<file path="config.mk">
export PLATFORM = sky130hd
export DESIGN_NAME = spram32_arb_flat
export DESIGN_NICKNAME = d
export VERILOG_FILES = /design/src/rtl/spram32_arb_if.sv /design/src/rtl/spram32_arb.sv /design/src/flat_wrapper.sv
export SDC_FILE = /design/constraint.sdc
export NUM_CORES = 1
export LEC_CHECK = 0
export ABC_AREA = 1
export CORE_MARGIN = 4
export CORE_UTILIZATION = 25
export DETAILED_ROUTE_END_ITERATION = 8
export PLACE_DENSITY = 0.77
export SLEW_MARGIN = 20
export SYNTH_ARGS = -nofsm -noshare
export SYNTH_HDL_FRONTEND = slang
export SYNTH_SLANG_ARGS = --single-unit
</file>
<file path="constraint.sdc">
create_clock -name clk -period 3 [get_ports clk]
set_clock_uncertainty 0.1 [all_clocks]
set_input_delay 0.45 -clock clk [delete_from_list [all_inputs] [get_ports clk]]
set_output_delay 0.45 -clock clk [all_outputs]
set_load 0.02 [all_outputs]
</file>
<file path="src/rtl/spram32_arb_if.sv">
`default_nettype none
// ============================================================================
// Module   : spram32_arb_if
// Purpose  : Requester-side bundle for the two-port single-port-RAM arbiter.
//            Carries the request, write/read qualifier, address, byte mask
//            and write data of both requesters, plus the grant, read-valid
//            and read-data returned to each of them.
// Ports    : req0/req1    access request, held until granted
//            we0/we1      1 = write, 0 = read
//            a0/a1        word address (AW bits)
//            bmsk0/bmsk1  byte write mask (DW/8 bits)
//            vi0/vi1      write data (DW bits)
//            gnt0/gnt1    request accepted this cycle
//            rvld0/rvld1  read data valid
//            vo0/vo1      read data (zero when not valid)
// Revision : 1.0 - initial release
// ============================================================================
interface spram32_arb_if #(
  parameter int AW = 15,
  parameter int DW = 32
);

  logic            req0;
  logic            we0;
  logic [AW-1:0]   a0;
  logic [DW/8-1:0] bmsk0;
  logic [DW-1:0]   vi0;
  logic            gnt0;
  logic            rvld0;
  logic [DW-1:0]   vo0;

  logic            req1;
  logic            we1;
  logic [AW-1:0]   a1;
  logic [DW/8-1:0] bmsk1;
  logic [DW-1:0]   vi1;
  logic            gnt1;
  logic            rvld1;
  logic [DW-1:0]   vo1;

  // Requester side drives the request fields and observes the responses.
  modport master (
    output req0, we0, a0, bmsk0, vi0,
    output req1, we1, a1, bmsk1, vi1,
    input  gnt0, rvld0, vo0,
    input  gnt1, rvld1, vo1
  );

  // Arbiter side.
  modport slave (
    input  req0, we0, a0, bmsk0, vi0,
    input  req1, we1, a1, bmsk1, vi1,
    output gnt0, rvld0, vo0,
    output gnt1, rvld1, vo1
  );

endinterface : spram32_arb_if
`default_nettype wire

</file>
<file path="src/rtl/spram32_arb.sv">
`default_nettype none
// ============================================================================
// Module   : spram32_arb
// Purpose  : Round-robin arbiter sharing one synchronous single-port RAM
//            between two requesters. Writes complete in the grant cycle
//            (one per clock); reads take a grant cycle followed by a data
//            cycle in which the RAM address is held so the bank-select mux
//            on mem_vo stays on the bank that was read.
// Ports    : clk        single clock, rising edge
//            rst_n      asynchronous active-low reset
//            req_if     requester bundle (slave modport)
//            mem_ai     RAM word address
//            mem_vi     RAM write data
//            mem_bmsk   RAM byte write mask
//            mem_we     RAM write enable
//            mem_vo     RAM read data (valid one cycle after the address)
// Revision : 1.0 - initial release
// ============================================================================
module spram32_arb #(
  parameter int AW = 15,
  parameter int DW = 32
) (
  input  wire logic            clk,
  input  wire logic            rst_n,
  spram32_arb_if.slave         req_if,
  output logic [AW-1:0]        mem_ai,
  output logic [DW-1:0]        mem_vi,
  output logic [DW/8-1:0]      mem_bmsk,
  output logic                 mem_we,
  input  wire logic [DW-1:0]   mem_vo
);

  localparam int BW = DW / 8;

  typedef enum logic [0:0] {
    ST_IDLE = 1'b0,
    ST_RDAT = 1'b1
  } state_t;

  // --------------------------------------------------------------------------
  // State
  // --------------------------------------------------------------------------
  state_t        state_q;
  logic          prio_q;    // 0: requester 0 preferred, 1: requester 1 preferred
  logic          owner_q;   // requester whose read is in flight
  logic [AW-1:0] addr_q;    // last address presented to the RAM

  // --------------------------------------------------------------------------
  // Arbitration and RAM-side next values
  // --------------------------------------------------------------------------
  logic          req0_v;
  logic          req1_v;
  logic          gnt0_d;
  logic          gnt1_d;
  logic          gnt_any_d;
  logic          win_d;      // 1 when requester 1 wins
  logic [AW-1:0] addr_d;
  logic          we_d;
  logic [BW-1:0] bmsk_d;
  logic [DW-1:0] vi_d;

  always_comb begin
    req0_v    = req_if.req0 && (state_q == ST_IDLE);
    req1_v    = req_if.req1 && (state_q == ST_IDLE);

    // A lone requester wins outright; the pointer only breaks ties.
    gnt0_d    = req0_v && (!req1_v || !prio_q);
    gnt1_d    = req1_v && (!req0_v ||  prio_q);
    gnt_any_d = gnt0_d || gnt1_d;
    win_d     = gnt1_d;

    // With no grant the address stays where it was: during RDAT this is the
    // latched read address, which keeps the bank mux on mem_vo stable.
    addr_d    = addr_q;
    we_d      = 1'b0;
    bmsk_d    = '0;
    vi_d      = '0;
    if (gnt_any_d) begin
      addr_d = win_d ? req_if.a1    : req_if.a0;
      we_d   = win_d ? req_if.we1   : req_if.we0;
      bmsk_d = win_d ? req_if.bmsk1 : req_if.bmsk0;
      vi_d   = win_d ? req_if.vi1   : req_if.vi0;
    end
  end

  // --------------------------------------------------------------------------
  // Outputs
  // --------------------------------------------------------------------------
  // The request path is combinational, so while rst_n is low every
  // request-derived output is forced quiet here rather than in the flops.
  assign req_if.gnt0 = rst_n && gnt0_d;
  assign req_if.gnt1 = rst_n && gnt1_d;

  assign mem_ai   = rst_n ? addr_d : '0;
  assign mem_we   = rst_n && we_d;
  assign mem_bmsk = rst_n ? bmsk_d : '0;
  assign mem_vi   = rst_n ? vi_d   : '0;

  // Read valid is decoded from registered state only; reset forces IDLE.
  assign req_if.rvld0 = (state_q == ST_RDAT) && !owner_q;
  assign req_if.rvld1 = (state_q == ST_RDAT) &&  owner_q;
  assign req_if.vo0   = req_if.rvld0 ? mem_vo : '0;
  assign req_if.vo1   = req_if.rvld1 ? mem_vo : '0;

  // --------------------------------------------------------------------------
  // FSM
  // --------------------------------------------------------------------------
  always_ff @(posedge clk or negedge rst_n) begin
    if (!rst_n) begin
      state_q <= ST_IDLE;
      prio_q  <= 1'b0;
      owner_q <= 1'b0;
      addr_q  <= '0;
    end else begin
      case (state_q)
        ST_IDLE: begin
          if (gnt_any_d) begin
            addr_q <= addr_d;
            prio_q <= !win_d;          // next tie goes to the other requester
            if (!we_d) begin
              state_q <= ST_RDAT;
              owner_q <= win_d;
            end
          end
        end
        ST_RDAT: begin
          state_q <= ST_IDLE;
        end
        default: begin
          state_q <= ST_IDLE;
        end
      endcase
    end
  end

  // --------------------------------------------------------------------------
  // Protocol properties
  // --------------------------------------------------------------------------
  a_gnt_exclusive : assert property (@(posedge clk) disable iff (!rst_n)
    !(req_if.gnt0 && req_if.gnt1));

  a_no_write_in_rdat : assert property (@(posedge clk) disable iff (!rst_n)
    (state_q == ST_RDAT) |-> !mem_we);

  a_no_write_without_gnt : assert property (@(posedge clk) disable iff (!rst_n)
    !(req_if.gnt0 || req_if.gnt1) |-> !mem_we);

endmodule : spram32_arb
`default_nettype wire

</file>
<file path="src/flat_wrapper.sv">
// flat-port wrapper written by rule: the top's interface ports become plain ports
module spram32_arb_flat 
#(
  parameter int AW = 15,
  parameter int DW = 32
)
  (clk, rst_n, mem_ai, mem_vi, mem_bmsk, mem_we, mem_vo, req_if_req0, req_if_we0, req_if_a0, req_if_bmsk0, req_if_vi0, req_if_req1, req_if_we1, req_if_a1, req_if_bmsk1, req_if_vi1, req_if_gnt0, req_if_rvld0, req_if_vo0, req_if_gnt1, req_if_rvld1, req_if_vo1);
  spram32_arb_if #(.AW(AW), .DW(DW)) req_if_i ();
  input  wire logic clk;
  input  wire logic rst_n;
  output logic [AW-1:0] mem_ai;
  output logic [DW-1:0] mem_vi;
  output logic [DW/8-1:0] mem_bmsk;
  output logic mem_we;
  input  wire logic [DW-1:0] mem_vo;
  input wire logic [$bits(req_if_i.req0)-1:0] req_if_req0;
  input wire logic [$bits(req_if_i.we0)-1:0] req_if_we0;
  input wire logic [$bits(req_if_i.a0)-1:0] req_if_a0;
  input wire logic [$bits(req_if_i.bmsk0)-1:0] req_if_bmsk0;
  input wire logic [$bits(req_if_i.vi0)-1:0] req_if_vi0;
  input wire logic [$bits(req_if_i.req1)-1:0] req_if_req1;
  input wire logic [$bits(req_if_i.we1)-1:0] req_if_we1;
  input wire logic [$bits(req_if_i.a1)-1:0] req_if_a1;
  input wire logic [$bits(req_if_i.bmsk1)-1:0] req_if_bmsk1;
  input wire logic [$bits(req_if_i.vi1)-1:0] req_if_vi1;
  output wire logic [$bits(req_if_i.gnt0)-1:0] req_if_gnt0;
  output wire logic [$bits(req_if_i.rvld0)-1:0] req_if_rvld0;
  output wire logic [$bits(req_if_i.vo0)-1:0] req_if_vo0;
  output wire logic [$bits(req_if_i.gnt1)-1:0] req_if_gnt1;
  output wire logic [$bits(req_if_i.rvld1)-1:0] req_if_rvld1;
  output wire logic [$bits(req_if_i.vo1)-1:0] req_if_vo1;
  assign req_if_i.req0 = req_if_req0;
  assign req_if_i.we0 = req_if_we0;
  assign req_if_i.a0 = req_if_a0;
  assign req_if_i.bmsk0 = req_if_bmsk0;
  assign req_if_i.vi0 = req_if_vi0;
  assign req_if_i.req1 = req_if_req1;
  assign req_if_i.we1 = req_if_we1;
  assign req_if_i.a1 = req_if_a1;
  assign req_if_i.bmsk1 = req_if_bmsk1;
  assign req_if_i.vi1 = req_if_vi1;
  assign req_if_gnt0 = req_if_i.gnt0;
  assign req_if_rvld0 = req_if_i.rvld0;
  assign req_if_vo0 = req_if_i.vo0;
  assign req_if_gnt1 = req_if_i.gnt1;
  assign req_if_rvld1 = req_if_i.rvld1;
  assign req_if_vo1 = req_if_i.vo1;
  spram32_arb #(.AW(AW), .DW(DW)) u_core (.clk(clk), .rst_n(rst_n), .req_if(req_if_i), .mem_ai(mem_ai), .mem_vi(mem_vi), .mem_bmsk(mem_bmsk), .mem_we(mem_we), .mem_vo(mem_vo));
endmodule
</file>
=== After elaboration in Yosys (flattened, before gate mapping) ===
Index checks and enable logic that the tools add are counted.

* Reduce and logical (&&, ||, !) cells: 19
* Bitwise logic cells: 2
* Mux-type cells: 16

{| class="wikitable"
|+ Operators with widths
! operator !! count
|-
| $mux W32 || 5
|-
| $mux W15 || 3
|-
| $mux W4 || 3
|-
| $logic_and A1 B1 Y1 || 9
|-
| $logic_not A1 Y1 || 5
|-
| $mux W1 || 4
|-
| $logic_or A1 B1 Y1 || 3
|-
| $reduce_and A3 Y1 || 1
|-
| $not A1 Y1 || 2
|-
| $pmux W1 S2 || 1
|-
| $reduce_and A2 Y1 || 1
|}

* Bits in registers: 18
* Word-level logic and storage cells: 41

=== Logic depth before layout (Yosys ltp) ===
Gate-level depths: netlist (run 1).

* Depth in word-level cells: 10
* Depth in mapped cells: 8
* Depth with buffers taken out: 7

=== Least setup slack after synthesis (run 1) ===
Ideal clock, no wire load.

* Path type: reg-to-output
* From: register u_core.state_q
* To: output port req_if_vo0[10]
* Buffers on the path: 1
* Cell stages (with the launch flop): 6
* Arrival: 1.505 ns
* Data required time: 2.450 ns
* Path slack: 0.945 ns
* Cell sequence: dfrtp_1 > inv_2 > nor2_1 > inv_1 > clkbuf_1 > nor2_1

* Cells in the longest elaborated chain, start to end: 2

{| class="wikitable"
|+ RTL lines
! element !! RTL line !! text
|-
| start: declaration || spram32_arb.sv:43 || <nowiki>state_t state_q;</nowiki>
|-
| start signal: assignment || spram32_arb.sv:110 || <nowiki>state_q <= ST_IDLE;</nowiki>
|-
| start signal: assignment || spram32_arb.sv:121 || <nowiki>state_q <= ST_RDAT;</nowiki>
|-
| start signal: assignment || spram32_arb.sv:127 || <nowiki>state_q <= ST_IDLE;</nowiki>
|-
| $logic_and A1 B1 Y1 || spram32_arb.sv:100 || <nowiki>assign req_if.rvld0 = (state_q == ST_RDAT) && !owner_q;</nowiki>
|-
| via req_if_rvld0 || flat_wrapper.sv:27 || <nowiki>output wire logic [$bits(req_if_i.rvld0)-1:0] req_if_rvld0;</nowiki>
|-
| $mux W32 || spram32_arb.sv:102 || <nowiki>assign req_if.vo0 = req_if.rvld0 ? mem_vo : '0;</nowiki>
|-
| end: declaration || flat_wrapper.sv:28 || <nowiki>output wire logic [$bits(req_if_i.vo0)-1:0] req_if_vo0;</nowiki>
|}

The timed path passes the listed nets, and every way through them passes these cells.

=== Worst setup path in the final report (run 1) ===
* From: input port req_if_req1
* To: output port mem_vi[6]

* Cells in the longest elaborated chain, start to end: 7
* Elaborated cells between the ends (all ways): 9
* Classes of those cells: mux (3); reduce/logical (6)

{| class="wikitable"
|+ RTL lines
! element !! RTL line !! text
|-
| start: declaration || flat_wrapper.sv:21 || <nowiki>input wire logic [$bits(req_if_i.req1)-1:0] req_if_req1;</nowiki>
|-
| $logic_and A1 B1 Y1 (*) || spram32_arb.sv:64 || <nowiki>req1_v = req_if.req1 && (state_q == ST_IDLE);</nowiki>
|-
| $logic_not A1 Y1 || spram32_arb.sv:67 || <nowiki>gnt0_d = req0_v && (!req1_v || !prio_q);</nowiki>
|-
| $logic_or A1 B1 Y1 || spram32_arb.sv:67 ||
|-
| $logic_and A1 B1 Y1 || spram32_arb.sv:67 ||
|-
| $logic_or A1 B1 Y1 || spram32_arb.sv:69 || <nowiki>gnt_any_d = gnt0_d || gnt1_d;</nowiki>
|-
| $mux W32 (*) || spram32_arb.sv:78 || <nowiki>if (gnt_any_d) begin</nowiki>
|-
| $mux W32 (*) || spram32_arb.sv:97 || <nowiki>assign mem_vi = rst_n ? vi_d : '0;</nowiki>
|-
| end: declaration || flat_wrapper.sv:12 || <nowiki>output logic [DW-1:0] mem_vi;</nowiki>
|}

Mark *: on every way between the ends. The rest lies on a longest branch, timed or not.

==> flow_summary_export.csv, run 1 <==
group,metric,value,unit
status,status,"completed",
place,hpwlAfterDp,9.54,mm
critical_path,cp_num_buf_inv,4,
yosys,synth_edf_count,0,
yosys,synth.cell_area,0.00219,mm²
grt,use_met3,0.0393,
critical_path,crit_chain,"clkdlybuf4s50_1, inv_1, nor2_4, nand2_4, buf_4, nor2_1, nor3_2, clkdlybuf4s50_1",
sta,slew_headroom,0.401,
grt,antenna_found_initial,0,
critical_path,required,2450,ps
final_layout,final_cell_mix,"clkdlybuf4s50_1, nor2_1, inv_1",
routing,vias,3269,
routing,drt-initial-drc-count,84,
critical_path,cpMaxStageDelayCell,"clkdlybuf4s50_1",
sta,fmax,337,MHz
clock_tree,cts_hold_buf,0,
grt,track_usage,0.203,
critical_path,critPathKind,"in -> out",
grt,grtUsageMet1,0.233,
yosys,synthArstFlopShare,1.00,
final_layout,layout.nets,775,
floorplanning,die-area,0.0103,mm²
critical_path,crit_path_frequent_cell,"clkdlybuf4s50_1",
final_layout,antennaDiodeCount,0,
place,gp_congestion,0.936,
floorplanning,core-area,0.00838,mm²
clock_tree,worst_skew_pair.late_latency,250,ps
floorplanning,rows,33,
grt,grt.busiest_layer,"met2",
sta,finalHoldViolations,0,
sta,worstMarginPinSlew,897,ps
clock_tree,cts_buffers,3,
yosys,synthesis.nets,517,
clock_tree,h-tree-depth,1,
floorplanning,die_h,102,µm
grt,gr-total-overflow,0,
power,p_leak,2.81,nW
floorplanning,io_pins,260,
grt,met2_usage,0.382,
final_layout,final_common_cell,"clkdlybuf4s50_1",
routing,drtAntennaViolNets,0,
power,ir_worst_vdd,235,µV
final_layout,stdcell_area,0.00510,mm²
critical_path,cp-end-kind,"output port",
sta,setup_violations,0,
place,dpl_cell_area,0.00496,mm²
sta,setup_tns,0,ps
sta,slew_viol_final,0,
clock_tree,path_clk_slew,70,ps
critical_path,crit_family,"buffers and inverters",
grt,grt_max_degree,34,
yosys,synth_cell_types,23,
routing,dr.pass1.iters,4,
routing,drt-total-wl,11.3,mm
job,drv_cap,0,
yosys,netlist_instances,377,
routing,wl_per_cell,15.3,µm
critical_path,crit_fanout,16,
final_layout,drive_gt1_frac,0.0948,
clock_tree,clockBufferDepth,2,
place,io_buffers,259,
routing,viasPerCell,4.43,
clock_tree,cts_num_sinks,18,
floorplanning,initial_core_util,0.261,
final_layout,area_growth,133,%
yosys,ys.flop_type,"dfrtp_1",
floorplanning,die_w,102,µm
hold_path,min_path_type,"in -> async",
sta,min_period,2970,ps
grt,grt_pass1_wl,16.6,mm
yosys,syn_avg_cell_area,5.80,µm²
clock_tree,tritoncts,"built",
yosys,ys_ff_latch,18,
critical_path,cp-start-kind,"input pin",
sta,rsz0062_at_grt,"yes",
yosys,ys_seq_area_frac,0.206,
power,powerDensity,339,mW/mm²
clock_tree,cts_root_buf,"clkbuf_8",
critical_path,critPathArrivalTime,2420,ps
yosys,yosysWarnings,0,
grt,first_global_vias,3197,
critical_path,slowest_delay,650,ps
sta,fin_crit_sh,0.989,
routing,drc_errors,0,
cell usage after synthesis, types with 2 or more instances:
library cell  instances  area (µm²)
buf_6                 4        45.0
buf_2                 3        15.0
or2_0                14        87.6
nor2_1              154         578
dfrtp_1              18         450
nand3_1              32         160
nand2_1              35         131
nor3_1                6        30.0
buf_4                 9        67.6
clkbuf_1              7        26.3
nor3_2               30         300
inv_1                52         195
nand2_4               2        22.5
or2_2                 2        12.5
repair_timing:
action                                  in CTS  in global routing
setup buffers                                0                  0
endpoints found under the setup margin       0                 42
resized for setup                            0                 41
per-stage QoR:
step                      utilization  hold WS [ps]  power, mW  cells  setup slack [ps]
final                           0.609           333       1.73    738              32.0
after global routing            0.609           330       1.85    738             -54.3
after CTS                       0.596           333       1.76    738              19.3
after detailed placement        0.591           416       1.59    735              46.2
after global placement          0.591           383       1.57    735              68.3
after floorplan                     -          54.4      0.950    377               945
power breakdown:
group / switching [mW] / internal (mW)
clock: 0.0778 / 0.0891
combinational: 0.650 / 0.594
sequential: 0.0194 / 0.300
logic make-up (layout without fill, tap and decap cells):
family,after synthesis,in the layout,synth area share
buf+inv,78,334,0.166
simple gates,277,277,0.613
compound gates,4,4,0.0154
flops,18,18,0.206
routing by layer:
metal,part of all wire,vias up
met4,0.020,0
met3,0.075,20
met1,0.38,1443
met5,0,-
met2,0.53,156
li1,-,1650
worst paths after layout:
kind                           startpoint                to  slack [ps]  cells after the start
hold / removal                      rst_n    u_core.state_q         330                      1
min in group clk           u_core.owner_q    u_core.owner_q         430                      2
setup / recovery              req_if_req1         mem_vi[6]          30                      8
max in group asynchronous           rst_n  u_core.addr_q[1]        1970                      2
setup reg to reg           u_core.state_q  u_core.addr_q[0]        1450                      7
hold reg to reg            u_core.owner_q    u_core.owner_q         430                      2
sequential cells by signal (all words and copies together) (netlist names):
| name | flops |
|---|---|
| u_core.state_q | 1 |
| u_core.addr_q | 15 |
| u_core.prio_q | 1 |
| u_core.owner_q | 1 |
cell type report:
class	count	area (µm²)
fillers	767	3280
inverters	55	209
multi-input cells	281	1370
well taps	105	131
flip-flops and latches	18	450
clock buffers	3	41.3
repair buffers	276	2900
No activity file was read; power rests on OpenSTA's default activity.
==> run 2: changes to the inputs <==
CTS_CLUSTER_DIAMETER = 30   (was default)
SLEW_MARGIN = 0   (was 20)
==> results of run 2 <==
No change in the layout: final DEF, timing and power equal those of run 1.
